`src/rtl/output_vc_credit_manager_pkg.sv`:
```
// ----------------------------------------------------------------------------
// output_vc_credit_manager_pkg
// Shared types and default sizing for the output VC credit manager.
//   DEF_PORT_NUM     router ports feeding this output (requesters per VC)
//   DEF_VC_NUM       virtual channels per port
//   DEF_BUFFER_SIZE  downstream per-VC buffer depth in flits (initial credits)
//   VC_IDX_W         width of an output VC index, never below 1
//   vc_state_t       per-output-VC lifecycle state
// ----------------------------------------------------------------------------
package output_vc_credit_manager_pkg;

    localparam int DEF_PORT_NUM    = 5;
    localparam int DEF_VC_NUM      = 2;
    localparam int DEF_BUFFER_SIZE = 8;

    // Index width that stays usable when there is only one item to index.
    function automatic int idx_w(input int n);
        return (n > 1) ? $clog2(n) : 1;
    endfunction

    localparam int VC_IDX_W = idx_w(DEF_VC_NUM);

    typedef enum logic [1:0] {
        VC_IDLE     = 2'd0,
        VC_ACTIVE   = 2'd1,
        VC_DRAINING = 2'd2
    } vc_state_t;

endpackage

```
`src/rtl/output_vc_credit_manager_if.sv`:
```
// ----------------------------------------------------------------------------
// output_vc_credit_manager_if
// Bundle between route computation / switch allocator / link (master side)
// and the output VC credit manager (slave side).
//   va_request_i      [PORT_NUM][VC_NUM]  input VC asks for an output VC
//   va_grant_o        [PORT_NUM][VC_NUM]  one-hot or zero allocation grant
//   va_out_vc_o       VC index handed to the granted requester
//   flit_sent_i / flit_sent_vc_i / flit_sent_tail_i  flit left on an output VC
//   credit_i / credit_vc_i                           downstream credit return
//   can_send_o        [VC_NUM]  VC active with credit available
//   vc_idle_o         [VC_NUM]  VC unallocated
//   error_o           sticky protocol error
// ----------------------------------------------------------------------------
interface output_vc_credit_manager_if
    import output_vc_credit_manager_pkg::*;
#(
    parameter int PORT_NUM = DEF_PORT_NUM,
    parameter int VC_NUM   = DEF_VC_NUM,
    parameter int VW       = idx_w(VC_NUM)
);
    logic [PORT_NUM-1:0][VC_NUM-1:0] va_request_i;
    logic [PORT_NUM-1:0][VC_NUM-1:0] va_grant_o;
    logic [VW-1:0]                   va_out_vc_o;
    logic                            flit_sent_i;
    logic [VW-1:0]                   flit_sent_vc_i;
    logic                            flit_sent_tail_i;
    logic                            credit_i;
    logic [VW-1:0]                   credit_vc_i;
    logic [VC_NUM-1:0]               can_send_o;
    logic [VC_NUM-1:0]               vc_idle_o;
    logic                            error_o;

    modport master (
        output va_request_i, flit_sent_i, flit_sent_vc_i, flit_sent_tail_i,
               credit_i, credit_vc_i,
        input  va_grant_o, va_out_vc_o, can_send_o, vc_idle_o, error_o
    );

    modport slave (
        input  va_request_i, flit_sent_i, flit_sent_vc_i, flit_sent_tail_i,
               credit_i, credit_vc_i,
        output va_grant_o, va_out_vc_o, can_send_o, vc_idle_o, error_o
    );

endinterface

```
`src/rtl/output_vc_credit_manager_arbiter.sv`:
```
// ----------------------------------------------------------------------------
// round_robin_arbiter
// Combinational round-robin grant over AGENTS_NUM requesters; the search
// starts at the pointer, which moves past the winner only when a grant is
// issued.
//   clk, rst   clock, asynchronous active-low reset (pointer -> 0)
//   req_i      request vector
//   grant_o    one-hot grant, zero when nothing is requested
// ----------------------------------------------------------------------------
module round_robin_arbiter
    import output_vc_credit_manager_pkg::*;
#(
    parameter int AGENTS_NUM = 4
) (
    input  logic                  clk,
    input  logic                  rst,
    input  logic [AGENTS_NUM-1:0] req_i,
    output logic [AGENTS_NUM-1:0] grant_o
);
    localparam int IDX_W = idx_w(AGENTS_NUM);

    logic [IDX_W-1:0] ptr_q, ptr_d;
    logic [IDX_W-1:0] gidx, cidx;
    logic             found;
    int               cand;

    always_comb begin
        grant_o = '0;
        found   = 1'b0;
        gidx    = '0;
        cidx    = '0;
        cand    = 0;
        for (int k = 0; k < AGENTS_NUM; k++) begin
            // Rotated search index, wrapped without a modulo operator.
            cand = int'(ptr_q) + k;
            if (cand >= AGENTS_NUM) cand = cand - AGENTS_NUM;
            cidx = IDX_W'(cand);
            if (!found && req_i[cidx]) begin
                found = 1'b1;
                gidx  = cidx;
            end
        end
        if (found) grant_o[gidx] = 1'b1;

        ptr_d = ptr_q;
        if (found) ptr_d = (gidx == IDX_W'(AGENTS_NUM - 1)) ? '0 : gidx + 1'b1;
    end

    always_ff @(posedge clk or negedge rst) begin
        if (!rst) ptr_q <= '0;
        else      ptr_q <= ptr_d;
    end

endmodule

```
`src/rtl/output_vc_credit_manager.sv`:
```
// ----------------------------------------------------------------------------
// output_vc_credit_manager
// Owns the downstream VCs of one router output port: hands free VCs to
// requesting input VCs, tracks per-VC credits and releases a VC once its
// tail has left and the downstream buffer has fully drained.
//   clk   clock
//   rst   asynchronous active-low reset
//   bus   slave side of output_vc_credit_manager_if (requests, grants,
//         sent flits, credit returns, can_send/idle status, sticky error)
// ----------------------------------------------------------------------------
module output_vc_credit_manager
    import output_vc_credit_manager_pkg::*;
#(
    parameter int PORT_NUM    = DEF_PORT_NUM,
    parameter int VC_NUM      = DEF_VC_NUM,
    parameter int BUFFER_SIZE = DEF_BUFFER_SIZE
) (
    input  logic                        clk,
    input  logic                        rst,
    output_vc_credit_manager_if.slave   bus
);
    localparam int AGENTS = PORT_NUM * VC_NUM;
    localparam int VW     = idx_w(VC_NUM);
    localparam int CRED_W = $clog2(BUFFER_SIZE + 1);
    localparam logic [CRED_W-1:0] CRED_MAX = CRED_W'(BUFFER_SIZE);

    vc_state_t                      state_q [VC_NUM];
    vc_state_t                      state_d [VC_NUM];
    logic [VC_NUM-1:0][CRED_W-1:0]  cred_q, cred_d;
    logic                           err_q, err_d;

    logic [VC_NUM-1:0] idle, act_ok, snd, crd;
    logic              any_idle, alloc;
    logic [VW-1:0]     free_vc;
    logic [AGENTS-1:0] arb_req, arb_grant;

    // Per-VC decode of registered state and of this cycle's send/credit.
    always_comb begin
        idle   = '0;
        act_ok = '0;
        snd    = '0;
        crd    = '0;
        for (int v = 0; v < VC_NUM; v++) begin
            idle[v]   = (state_q[v] == VC_IDLE);
            act_ok[v] = (state_q[v] == VC_ACTIVE) && (cred_q[v] != '0);
            snd[v]    = bus.flit_sent_i && (bus.flit_sent_vc_i == VW'(v));
            crd[v]    = bus.credit_i    && (bus.credit_vc_i    == VW'(v));
        end
    end

    // Lowest-index idle VC is the one handed out.
    always_comb begin
        free_vc = '0;
        for (int v = VC_NUM - 1; v >= 0; v--) begin
            if (idle[v]) free_vc = VW'(v);
        end
    end

    assign any_idle = |idle;

    // With no idle VC the arbiter sees nothing, so its pointer holds.
    // Allocation is also held off while reset is asserted.
    assign arb_req = (any_idle && rst) ? bus.va_request_i : '0;

    round_robin_arbiter #(
        .AGENTS_NUM (AGENTS)
    ) u_arb (
        .clk     (clk),
        .rst     (rst),
        .req_i   (arb_req),
        .grant_o (arb_grant)
    );

    assign alloc = |arb_grant;

    always_comb begin
        err_d = err_q;
        for (int v = 0; v < VC_NUM; v++) begin
            state_d[v] = state_q[v];
            cred_d[v]  = cred_q[v];

            unique case (state_q[v])
                VC_IDLE:     if (alloc && free_vc == VW'(v)) state_d[v] = VC_ACTIVE;
                VC_ACTIVE:   if (snd[v] && bus.flit_sent_tail_i) state_d[v] = VC_DRAINING;
                // Judged on the registered count, so release lags the last
                // credit by one cycle.
                VC_DRAINING: if (cred_q[v] == CRED_MAX) state_d[v] = VC_IDLE;
                default:     state_d[v] = VC_IDLE;
            endcase

            if (snd[v] && state_q[v] == VC_IDLE) err_d = 1'b1;

            // Send and credit on the same VC cancel out.
            if (snd[v] && !crd[v]) begin
                if (cred_q[v] == '0) err_d = 1'b1;
                else                 cred_d[v] = cred_q[v] - 1'b1;
            end else if (crd[v] && !snd[v]) begin
                if (cred_q[v] == CRED_MAX) err_d = 1'b1;
                else                       cred_d[v] = cred_q[v] + 1'b1;
            end
        end
    end

    always_ff @(posedge clk or negedge rst) begin
        if (!rst) begin
            for (int v = 0; v < VC_NUM; v++) begin
                state_q[v] <= VC_IDLE;
                cred_q[v]  <= CRED_MAX;
            end
            err_q <= 1'b0;
        end else begin
            for (int v = 0; v < VC_NUM; v++) begin
                state_q[v] <= state_d[v];
                cred_q[v]  <= cred_d[v];
            end
            err_q <= err_d;
        end
    end

    assign bus.va_grant_o  = arb_grant;
    assign bus.va_out_vc_o = free_vc;
    assign bus.can_send_o  = act_ok;
    assign bus.vc_idle_o   = idle;
    assign bus.error_o     = err_q;

endmodule

```
`src/flat_wrapper.sv`:
```
// flat-port wrapper written by rule: the top's interface ports become plain ports
module output_vc_credit_manager_flat import output_vc_credit_manager_pkg::*;
#(
    parameter int PORT_NUM    = DEF_PORT_NUM,
    parameter int VC_NUM      = DEF_VC_NUM,
    parameter int BUFFER_SIZE = DEF_BUFFER_SIZE
)
  (clk, rst, bus_va_request_i, bus_flit_sent_i, bus_flit_sent_vc_i, bus_flit_sent_tail_i, bus_credit_i, bus_credit_vc_i, bus_va_grant_o, bus_va_out_vc_o, bus_can_send_o, bus_vc_idle_o, bus_error_o);
  output_vc_credit_manager_if #(.PORT_NUM(PORT_NUM), .VC_NUM(VC_NUM)) bus_i ();
  input  logic clk;
  input  logic rst;
  input wire logic [$bits(bus_i.va_request_i)-1:0] bus_va_request_i;
  input wire logic [$bits(bus_i.flit_sent_i)-1:0] bus_flit_sent_i;
  input wire logic [$bits(bus_i.flit_sent_vc_i)-1:0] bus_flit_sent_vc_i;
  input wire logic [$bits(bus_i.flit_sent_tail_i)-1:0] bus_flit_sent_tail_i;
  input wire logic [$bits(bus_i.credit_i)-1:0] bus_credit_i;
  input wire logic [$bits(bus_i.credit_vc_i)-1:0] bus_credit_vc_i;
  output wire logic [$bits(bus_i.va_grant_o)-1:0] bus_va_grant_o;
  output wire logic [$bits(bus_i.va_out_vc_o)-1:0] bus_va_out_vc_o;
  output wire logic [$bits(bus_i.can_send_o)-1:0] bus_can_send_o;
  output wire logic [$bits(bus_i.vc_idle_o)-1:0] bus_vc_idle_o;
  output wire logic [$bits(bus_i.error_o)-1:0] bus_error_o;
  assign bus_i.va_request_i = bus_va_request_i;
  assign bus_i.flit_sent_i = bus_flit_sent_i;
  assign bus_i.flit_sent_vc_i = bus_flit_sent_vc_i;
  assign bus_i.flit_sent_tail_i = bus_flit_sent_tail_i;
  assign bus_i.credit_i = bus_credit_i;
  assign bus_i.credit_vc_i = bus_credit_vc_i;
  assign bus_va_grant_o = bus_i.va_grant_o;
  assign bus_va_out_vc_o = bus_i.va_out_vc_o;
  assign bus_can_send_o = bus_i.can_send_o;
  assign bus_vc_idle_o = bus_i.vc_idle_o;
  assign bus_error_o = bus_i.error_o;
  output_vc_credit_manager #(.PORT_NUM(PORT_NUM), .VC_NUM(VC_NUM), .BUFFER_SIZE(BUFFER_SIZE)) u_core (.clk(clk), .rst(rst), .bus(bus_i));
endmodule
```
`config.mk`:
```
export PLATFORM = sky130hd
export DESIGN_NAME = output_vc_credit_manager_flat
export DESIGN_NICKNAME = d
export VERILOG_FILES = /design/src/rtl/output_vc_credit_manager_pkg.sv /design/src/rtl/output_vc_credit_manager_if.sv /design/src/rtl/output_vc_credit_manager_arbiter.sv /design/src/rtl/output_vc_credit_manager.sv /design/src/flat_wrapper.sv
export SDC_FILE = /design/constraint.sdc
export NUM_CORES = 1
export LEC_CHECK = 0
export ABC_CLOCK_PERIOD_IN_PS = 16200
export CAP_MARGIN = 40
export CORE_ASPECT_RATIO = 1.5
export CORE_MARGIN = 2
export CORE_UTILIZATION = 61
export CTS_CLUSTER_SIZE = 12
export DETAILED_ROUTE_END_ITERATION = 8
export PLACE_DENSITY = 0.84
export SYNTH_ARGS = -nofsm -noshare
export SYNTH_HDL_FRONTEND = slang
export SYNTH_SLANG_ARGS = --single-unit
```
`constraint.sdc`:
```
create_clock -name clk -period 16.2 [get_ports clk]
set_input_delay 3.24 -clock clk [delete_from_list [all_inputs] [get_ports clk]]
set_output_delay 3.24 -clock clk [all_outputs]
set_load 0.02 [all_outputs]
```
Word-level counts from Yosys, hierarchy flattened
Index checks and enable logic that the tools add are counted.
{ "word_totals": {"reg_bits": 17, "inputBits": 17} }
{ "classes": {"n_addsub": 24, "n_lt_le_gt_ge": 22, "eq_ne": 17, "mux": 83, "bitwise_logic": 3, "n_reduce_logical": 54} }
{ "ops": {"columns": ["operator", "count"], "rows": [
  ["$mux W4", 29],
  ["$lt A4 B5 Y1 const B", 11],
  ["$ge A5 B4 Y1 const B", 9],
  ["$bmux W1 S4", 10],
  ["$sub A4 B4 Y4 const B", 10],
  ["$mux W1", 33],
  ["$logic_and A1 B1 Y1", 27],
  ["$add A4 B3 Y5 const B", 4],
  ["$mux W10", 2],
  ["$logic_not A1 Y1", 13],
  ["$add A4 B1 Y4 const B", 3],
  ["$eq A4 B4 Y1 const B", 3],
  ["$mux W2", 6],
  ["$ne A2 B2 Y1 const B", 6],
  ["$pmux W2 S3", 2],
  ["$reduce_and A3 Y1", 4],
  ["$add A4 B2 Y5 const B", 2],
  ["$add A4 B4 Y5 const B", 2],
  ["$reduce_or A10 Y1", 1],
  ["$logic_not A4 Y1", 2],
  ["$ne A2 B1 Y1 const B", 4],
  ["$reduce_bool A4 Y1", 2],
  ["$sub A4 B1 Y4 const B", 2],
  ["$add A4 B1 Y5 const B", 1],
  ["other kinds (9)", 15]
]} }

Longest topological paths before layout
Gate-level depths: netlist of the first run.
{ "logic_depth": {"word_depth": 43, "mapped_depth": 18, "depth_no_buf": 15} }

Cells and area by module
A second synthesis of the first run with hierarchy kept.
{ "hier_totals": {"hier_cells": 526, "hier_area_um2": 4088.9} }
{ "modules_own_cells": {"columns": ["module", "instances", "cells_per_inst", "area_each_um2", "seq_area_each_um2"], "rows": [
  ["round_robin_arbiter", 1, 417, 3059.2, 100.1],
  ["output_vc_credit_manager", 1, 109, 1029.7, 327.8]
]} }

Worst setup path after synthesis of the first run
Ideal clock, no wire load.
{ "synth_timing": {"kind": "input to output", "from": "input bus_va_request_i[1]", "to": "output bus_va_grant_o[0]", "arrival_time_ns": 5.821, "t_required_ns": 12.960, "path_slack_ns": 7.139, "stages": 11, "path_cell_list": "mux2_2 -> or4_1 -> nand4_1 -> a22o_1 -> and2_1 -> buf_2 -> nand4_4 -> a211o_1 -> a22oi_1 -> nand2_1 -> nor3_1"} }
{ "synth_between": {"elab_chain_cells": 36, "word_cells_on_any_way": 65, "classes_between": "2 x order compare; 44 x mux; 19 x reduce/logical"} }
{ "synth_lines": {"columns": ["element", "line_no", "source"], "rows": [
  ["from (decl)", "flat_wrapper.sv:12", "input wire logic [$bits(bus_i.va_request_i)-1:0] bus_va_request_i;"],
  ["$mux W10 *", "output_vc_credit_manager.sv:63", "assign arb_req = (any_idle && rst) ? bus.va_request_i : '0;"],
  ["$bmux W1 S4", "output_vc_credit_manager_arbiter.sv:38", "if (!found && req_i[cidx]) begin"],
  ["$mux W1 (implied by the code)", "output_vc_credit_manager_arbiter.sv:38", null],
  ["$mux W1", "output_vc_credit_manager_arbiter.sv:38", null],
  ["$logic_not A1 Y1", "output_vc_credit_manager_arbiter.sv:38", null],
  ["$logic_and A1 B1 Y1", "output_vc_credit_manager_arbiter.sv:38", null],
  ["$mux W1", "output_vc_credit_manager_arbiter.sv:38", null],
  ["$logic_not A1 Y1", "output_vc_credit_manager_arbiter.sv:38", null],
  ["[20 not listed]", null, null],
  ["$logic_not A1 Y1", "output_vc_credit_manager_arbiter.sv:38", null],
  ["$logic_and A1 B1 Y1", "output_vc_credit_manager_arbiter.sv:38", null],
  ["$mux W4", "output_vc_credit_manager_arbiter.sv:38", null],
  ["$lt A4 B5 Y1 (implied by the code) or $ge A4 B1 Y1 (tied branches)", "output_vc_credit_manager_arbiter.sv:43", "if (found) grant_o[gidx] = 1'b1;"],
  ["$logic_and A1 B1 Y1 (implied by the code)", "output_vc_credit_manager_arbiter.sv:43", null],
  ["$mux W1 (implied by the code)", "output_vc_credit_manager_arbiter.sv:43", null],
  ["$demux W1 S4", "output_vc_credit_manager_arbiter.sv:43", null],
  ["$mux W10 *", "output_vc_credit_manager_arbiter.sv:43", null],
  ["to (decl)", "flat_wrapper.sv:18", "output wire logic [$bits(bus_i.va_grant_o)-1:0] bus_va_grant_o;"]
]} }
Mark *: on every way between the ends. The rest lies on a longest branch, timed or not. The select of a mux whose other input is x is not followed.

Worst setup path in the final report of the first run
{ "layout_timing": {"from": "input rst", "to": "output bus_va_grant_o[0]"} }
{ "layout_between": {"elab_chain_cells": 37, "word_cells_on_any_way": 66, "classes_between": "2 x order compare; 44 x mux; 20 x reduce/logical"} }
{ "layout_lines": {"columns": ["element", "line_no", "source"], "rows": [
  ["from (decl)", "flat_wrapper.sv:11", "input logic rst;"],
  ["$logic_and A1 B1 Y1 *", "output_vc_credit_manager.sv:63", null],
  ["$mux W10 *", "output_vc_credit_manager.sv:63", null],
  ["$bmux W1 S4", "output_vc_credit_manager_arbiter.sv:38", null],
  ["$mux W1 (implied by the code)", "output_vc_credit_manager_arbiter.sv:38", null],
  ["$mux W1", "output_vc_credit_manager_arbiter.sv:38", null],
  ["$logic_not A1 Y1", "output_vc_credit_manager_arbiter.sv:38", null],
  ["$logic_and A1 B1 Y1", "output_vc_credit_manager_arbiter.sv:38", null],
  ["$mux W1", "output_vc_credit_manager_arbiter.sv:38", null],
  ["[21 not listed]", null, null],
  ["$logic_not A1 Y1", "output_vc_credit_manager_arbiter.sv:38", null],
  ["$logic_and A1 B1 Y1", "output_vc_credit_manager_arbiter.sv:38", null],
  ["$mux W4", "output_vc_credit_manager_arbiter.sv:38", null],
  ["$lt A4 B5 Y1 (implied by the code) or $ge A4 B1 Y1 (tied branches)", "output_vc_credit_manager_arbiter.sv:43", null],
  ["$logic_and A1 B1 Y1 (implied by the code)", "output_vc_credit_manager_arbiter.sv:43", null],
  ["$mux W1 (implied by the code)", "output_vc_credit_manager_arbiter.sv:43", null],
  ["$demux W1 S4", "output_vc_credit_manager_arbiter.sv:43", null],
  ["$mux W10 *", "output_vc_credit_manager_arbiter.sv:43", null]
]} }
Marked as above.

==> run_results.csv, run 1 <==
group,metric,value,unit
status,result_of_the_run,"finished, final reports clean",
sta,finalSetupViolCount,0,
run,maxCapViolCount,0,
layout,n_antenna_cell,0,
die,core,6400,µm²
sta,worst_slew_margin_rel,42.0,%
setup_path,crit_path_start_kind,"input port",
setup_path,worst_ep_arrival_time,7310,ps
clock_network,worst_skew_pair.late_latency,260,ps
die,initial_utilization,62.0,%
layout,syn2layout_area_growth,10.2,%
setup_path,worstReg2RegEnd,"u_core.u_arb.ptr_q[2]",
place,portBuffers,32,
min_path,start_point_of_the_worst_min_delay_path,"u_core.bus.error_o",
clock_network,postCtsSetupRepairBufs,0,
setup_path,reg2reg_setup_slack,10980,ps
setup_path,crit-reg2reg-launch,"u_core.u_arb.ptr_q[0]",
global_routing,groute.usage.overall,34.6,%
global_routing,grt_pass1_vias,4152,
detailed_routing,drt_iter0_markers,249,
sta,final.setup_skew,8.36,ps
detailed_routing,number_of_nets_still_failing_antenna_checks_after_routing,0,
min_path,holdPathStages,2,
clock_network,cts_inserted_buffers,3,
sta,setup-tns-final,0,ps
sta,final_min_period_over_clock_period,65.1,%
clock_network,clk_pin_slew_worst_paths,70,ps
yosys,synthCells,520,
min_path,hold_class,"reg -> reg",
yosys,most_frequently_used_cell_type_in_the_post_synthesis_netlist,"nor2_1",
sta,maxSlewViolCount,0,
detailed_routing,totalWireLength,12300,µm
yosys,number_of_synthesized_flops_with_an_enable_pin,0,
setup_path,timing_worst_setup_path_type,"in -> out",
die,dieArea,7180,µm²
detailed_routing,routed_via_density,6.71,
clock_network,post_cts.resized_instances,0,
yosys,yosysWarnings,0,
yosys,netlist_area,3970,µm²
die,die_y,103,µm
setup_path,slowest_stage,"clkdlybuf4s50_1",
place,placed_cells,617,
place,post-dp-hpwl,9750,µm
setup_path,cp_max_fo,26,
global_routing,grt_first_pass_wirelength,20000,µm
detailed_routing,remaining_drc_errors,0,
clock_network,root_buffer,"clkbuf_8",
detailed_routing,wire_per_inst,19.8,µm
setup_path,critical_path.cell_chain,"clkdlybuf4s50_1, buf_4, and2_1, nand2_1, mux2_1, mux2_2, o22a_2, and4_1, a211o_1, o22ai_2, nand2_1, nor3_1, clkdlybuf4s50_1",
yosys,synth_nets,569,
sta,post-route-min-period,10550,ps
clock_network,cts_buffer_depth,2,
clock_network,htree_levels,1,
yosys,synth_seq_cells,17,
setup_path,cp_data_required_time,12960,ps
global_routing,grt_overflow,0,
yosys,synth-async-reset-ratio,100,%
yosys,syn-mean-instance-area,7.63,µm²
setup_path,end_kind,"output port",
sta,timing.final.hold_violations,0,
place,gp_congestion,0.976,
detailed_routing,drtPass1Iterations,4,
setup_path,max_stage_delay,630,ps
sta,achievable-frequency,0.0948,GHz
sta,max_slew.worst_pin.slew,864,ps
setup_path,timing.critical_path.from,"rst",
yosys,synthDominantCellAreaShare,9.46,%
detailed_routing,via_count_of_the_routed_design,4165,
layout,final.fill_count,583,
die,num_rows,36,
clock_network,post_cts_hold_buffer_count,0,
global_routing,grt_max_degree,35,
clock_network,tritoncts,"done",
yosys,yosys.cell_types.count,95,
layout,finish.net_count,595,
die,floorplan.io_pins,33,
min_path,holdPathEnd,"u_core.bus.error_o",
die,chipWidth,69.9,µm
layout,final_layout_size_suffix_gt1_share,10.6,%
clock_network,tritoncts_num_sinks,17,
global_routing,initial_antenna_violation_count,0,
sta,rsz_0062_raised_after_global_routing,"no",
yosys,synth_ff_type,"dfrtp_1",
yosys,area_leader_netlist,"dfrtp_1",
layout,finish.cell_count_without_fillers,621,
yosys,synth_sequential_area_ratio,10.8,%
yosys,synthTopCellsByArea,"dfrtp_1 (9.5%), ha_1 (9.1%), nor2_1 (4.8%)",
yosys,netlist_top_cells_count,"nor2_1 (51), nand2_1 (45), a21oi_1 (36)",
setup_path,rr_worst_depth,15,
## routing by layer
metal  GRT usage, %  share of wire (%)  vias up
met2           63.2                 49      171
met4           22.8                6.7        0
met3           3.13                4.2       57
met1           38.4                 40     1955
li1               -                  -     1982
met5              0                  0        -
## cells by family (layout without fill, tap and decap cells)
logic type | count (synthesis) | in the layout | synth area share [%]
muxes | 33 | 33 | 8.96
xor gates and xnor gates | 23 | 23 | 6.31
adders and majority gates | 32 | 32 | 10.7
DFF | 17 | 17 | 10.8
AOI/OAI and AO/OA | 169 | 169 | 31.1
and+or+nand+nor | 194 | 194 | 26.4
buffers and inverters | 52 | 77 | 5.80
## worst max-delay path by stage
stage | to
after floorplan | bus_va_grant_o[0]
after global placement | bus_va_grant_o[0]
after detailed placement | bus_va_grant_o[0]
after CTS | bus_va_grant_o[0]
after global routing | bus_va_grant_o[0]
final | bus_va_grant_o[0]
## through the flow
stage	util, %	setup slack [ps]	hold slack, ps	cell area [µm²]
2_1_floorplan	-	7140	475	3970
3_5_place_dp	67.6	5690	471	4330
5_1_grt	68.4	5290	503	4370
4_1_cts	68.4	5670	489	4370
3_3_place_gp	67.6	5780	467	4320
6_report	68.4	5650	488	4370
## flip-flops by register name, summed over array words and instances, names as in the netlist
name	count
u_core.bus.error_o	1
u_core.u_arb.ptr_q	4
u_core.cred_q	8
u_core.state_q	4
## worst max-delay path, delay by kind of cell
| family | cells | cell delay, ps |
|---|---|---|
| buffers and inverters | 3 | 1400 |
| muxes | 2 | 610 |
| AOI/OAI and AO/OA | 3 | 860 |
| and+or+nand+nor | 5 | 1200 |
## cell usage in the layout (no fill, tap or decap), types with 11 or more instances in the layout
| master | n |
|---|---|
| nand3_1 | 11 |
| mux2i_1 | 18 |
| nor2_1 | 51 |
| clkdlybuf4s50_1 | 32 |
| a21oi_1 | 36 |
| ha_1 | 29 |
| nand2_1 | 45 |
| dfrtp_1 | 15 |
| xnor2_1 | 13 |
| mux2_2 | 12 |
| o21ai_0 | 27 |
| a21o_1 | 13 |
| inv_1 | 33 |
| nor3_1 | 12 |
## layout make-up
class	count	area (µm²)	share of cell area, %
Multi-Input combinational cell	451	3310	75.7
Tap cell	76	95.1	2.17
Timing Repair Buffer	38	363	8.30
Inverter	35	131	3.00
Clock buffer	3	41.3	0.944
Sequential cell	17	428	9.79
Clock inverter	1	5.00	0.114
Power of run 1 is left out: the tool's default activity adds up to more than one toggle a clock period on the data nets, which glitch-free logic cannot reach.
==> run 2, diff against run 1 <==
ABC_CLOCK_PERIOD_IN_PS = 10630   (was 16200)
clock period = 10.63 ns   (was 16.2 ns; I/O delays follow)
==> results of run 2 <==
Same layout as run 1 (identical final DEF). Status: finished, final reports clean.
Among the figures that moved: setup slack after placement 5690 ps -> 2350 ps; setup slack after layout 5650 ps -> 2310 ps; register-to-register setup slack 10980 ps -> 5410 ps
Power of run 2 is left out for the same reason.
==> run 3, diff against run 2 <==
ABC_CLOCK_PERIOD_IN_PS = 7800   (was 10630)
clock period = 7.8 ns   (was 10.63 ns; I/O delays follow)
==> run 3 against run 2 <==
Worst hold slack improved by 15 ps. Clock skew decreased by 4.7 ps. Sequential cell count unchanged. Count of clock-buffer cells in the layout increased by 1. Worst setup slack got worse by 1700 ps. Sequential share of layout area about the same. Cell count increased by 0.16%. Routed wire length increased by 0.67%. Design area increased by 0.20%. Critical endpoint unchanged. Largest cell class unchanged.
==> run_results.csv, run 3 (synthesized netlist as in run 1, its figures left out) <==
group,metric,value,unit
run,maxCapViolCount,0,
clock_network,cts_buffer_depth,2,
sta,finalSetupViolCount,0,
place,portBuffers,32,
sta,timing.final.hold_violations,0,
min_path,hold_class,"reg -> reg",
die,chipWidth,69.9,µm
die,num_rows,36,
layout,registers_with_the_most_flip_flops,"u_core.cred_q: 8 flops, u_core.state_q: 4 flops, u_core.u_arb.ptr_q: 4 flops",
detailed_routing,totalWireLength,12300,µm
clock_network,post_cts_hold_buffer_count,0,
setup_path,end_kind,"output port",
detailed_routing,drtPass1Iterations,5,
setup_path,worst-path-stages,15,
clock_network,tritoncts_num_sinks,17,
status,result_of_the_run,"finished, final reports clean",
layout,n_antenna_cell,0,
sta,setup-tns-final,0,ps
sta,post-route-min-period,7160,ps
setup_path,crit_top_cell,"ha_1",
layout,final_common_cell,"nor2_1",
setup_path,crit_path_start_kind,"flip-flop",
detailed_routing,number_of_nets_still_failing_antenna_checks_after_routing,0,
detailed_routing,routed_via_density,6.82,
clock_network,worst_skew_pair.late_latency,250,ps
layout,final_layout_size_suffix_gt1_share,10.6,%
clock_network,htree_levels,1,
detailed_routing,wire_per_inst,19.9,µm
setup_path,timing_worst_setup_path_type,"reg -> out",
clock_network,clk_pin_slew_worst_paths,70,ps
global_routing,groute.usage.overall,34.7,%
layout,largest_register_ffs,8,
global_routing,grt_max_degree,34,
sta,final.setup_skew,3.64,ps
setup_path,cp_data_required_time,6240,ps
setup_path,worst_ep_arrival_time,5600,ps
setup_path,critical_path.n_buffers_inverters,3,
place,gp_congestion,0.994,
sta,maxSlewViolCount,0,
min_path,holdPathStages,2,
detailed_routing,drt_iter0_markers,273,
sta,fin_worst_hold_slack,503,ps
setup_path,rr_worst_depth,14,
layout,finish.cell_count_without_fillers,622,
place,post-dp-hpwl,9940,µm
setup_path,cp_max_fo,11,
sta,final.setup.worst_slack,640,ps
clock_network,root_buffer,"clkbuf_8",
place,pre_cts_slack,836,ps
sta,achievable-frequency,0.140,GHz
layout,syn2layout_area_growth,10.4,%
setup_path,critical_path.cell_chain,"inv_1, ha_1, clkinv_1, ha_1, o21ai_0, a2bb2oi_1, mux2i_1, nand3b_1, o21ai_1, a21oi_1, a211oi_1, o32ai_2, o211ai_1, nor3_1, clkdlybuf4s50_1",
die,die_y,103,µm
place,placed_cells,618,
global_routing,grt_first_pass_wirelength,19900,µm
die,core,6400,µm²
die,initial_utilization,62.0,%
sta,rsz_0062_raised_after_global_routing,"no",
clock_network,tritoncts,"done",
clock_network,postCtsSetupRepairBufs,0,
sta,final_min_period_over_clock_period,91.8,%
layout,final.fill_count,530,
layout,final_cell_mix,"nor2_1 (51), nand2_1 (45), a21oi_1 (36)",
sta,max_slew.worst_pin.slew,767,ps
detailed_routing,via_count_of_the_routed_design,4239,
global_routing,grt_pass1_vias,4161,
global_routing,initial_antenna_violation_count,0,
global_routing,grt_overflow,0,
sta,worst_slew_margin_rel,48.9,%
clock_network,post_cts.resized_instances,0,
clock_network,cts_inserted_buffers,3,
layout,finish.net_count,596,
setup_path,critPathTopFamily,"compound AO/OA/AOI/OAI gates",
layout,top_register,"u_core.cred_q",
die,floorplan.io_pins,33,
setup_path,max_stage_delay,660,ps
die,dieArea,7180,µm²
setup_path,slowest_stage,"ha_1",
detailed_routing,remaining_drc_errors,0,
run 3: final timing paths:
check | start | endpoint | slack (ps)
setup reg to reg | u_core.u_arb.ptr_q[1] | u_core.u_arb.ptr_q[2] | 2940
hold reg to reg | u_core.bus.error_o | u_core.bus.error_o | 500
min in group asynchronous | rst | u_core.u_arb.ptr_q[1] | 1720
setup / recovery | u_core.u_arb.ptr_q[1] | bus_va_grant_o[0] | 640
max in group asynchronous | rst | u_core.cred_q[7] | 5790
hold / removal | u_core.bus.error_o | u_core.bus.error_o | 500
run 3: area by class of cell:
class | count | area [µm²] | area share (%)
Clock buffer | 4 | 45.0 | 1.03
Multi-Input combinational cell | 451 | 3310 | 75.5
Timing Repair Buffer | 39 | 373 | 8.51
Sequential cell | 17 | 428 | 9.77
Tap cell | 76 | 95.1 | 2.17
Inverter | 35 | 131 | 3.00
run 3: per-layer routing:
metal / routed length (µm) / share of wire (%) / global-route usage (%)
met1: 4610 / 37 / 36.7
met2: 6000 / 49 / 61.9
met3: 684 / 5.5 / 3.81
met4: 1060 / 8.5 / 29.0
met5: 0 / 0 / 0
run 3: metrics by stage:
step / area, µm² / util [%]
detailed placement: 4340 / 67.8
global placement: 4340 / 67.8
global route: 4380 / 68.5
CTS: 4380 / 68.5
floorplan: 3970 / -
finish: 4380 / 68.5
run 3: worst reg2reg max path: cells and delay by family (launching register included):
family / cells / cell delay [ps]
AO/OA/AOI/OAI: 8 / 2070
adder cells (fa/ha/maj): 2 / 1070
buffers and inverters: 2 / 640
AND/OR/NAND/NOR: 1 / 380
flip-flops: 1 / 360
multiplexers: 1 / 250
Power of run 3 is left out for the same reason.
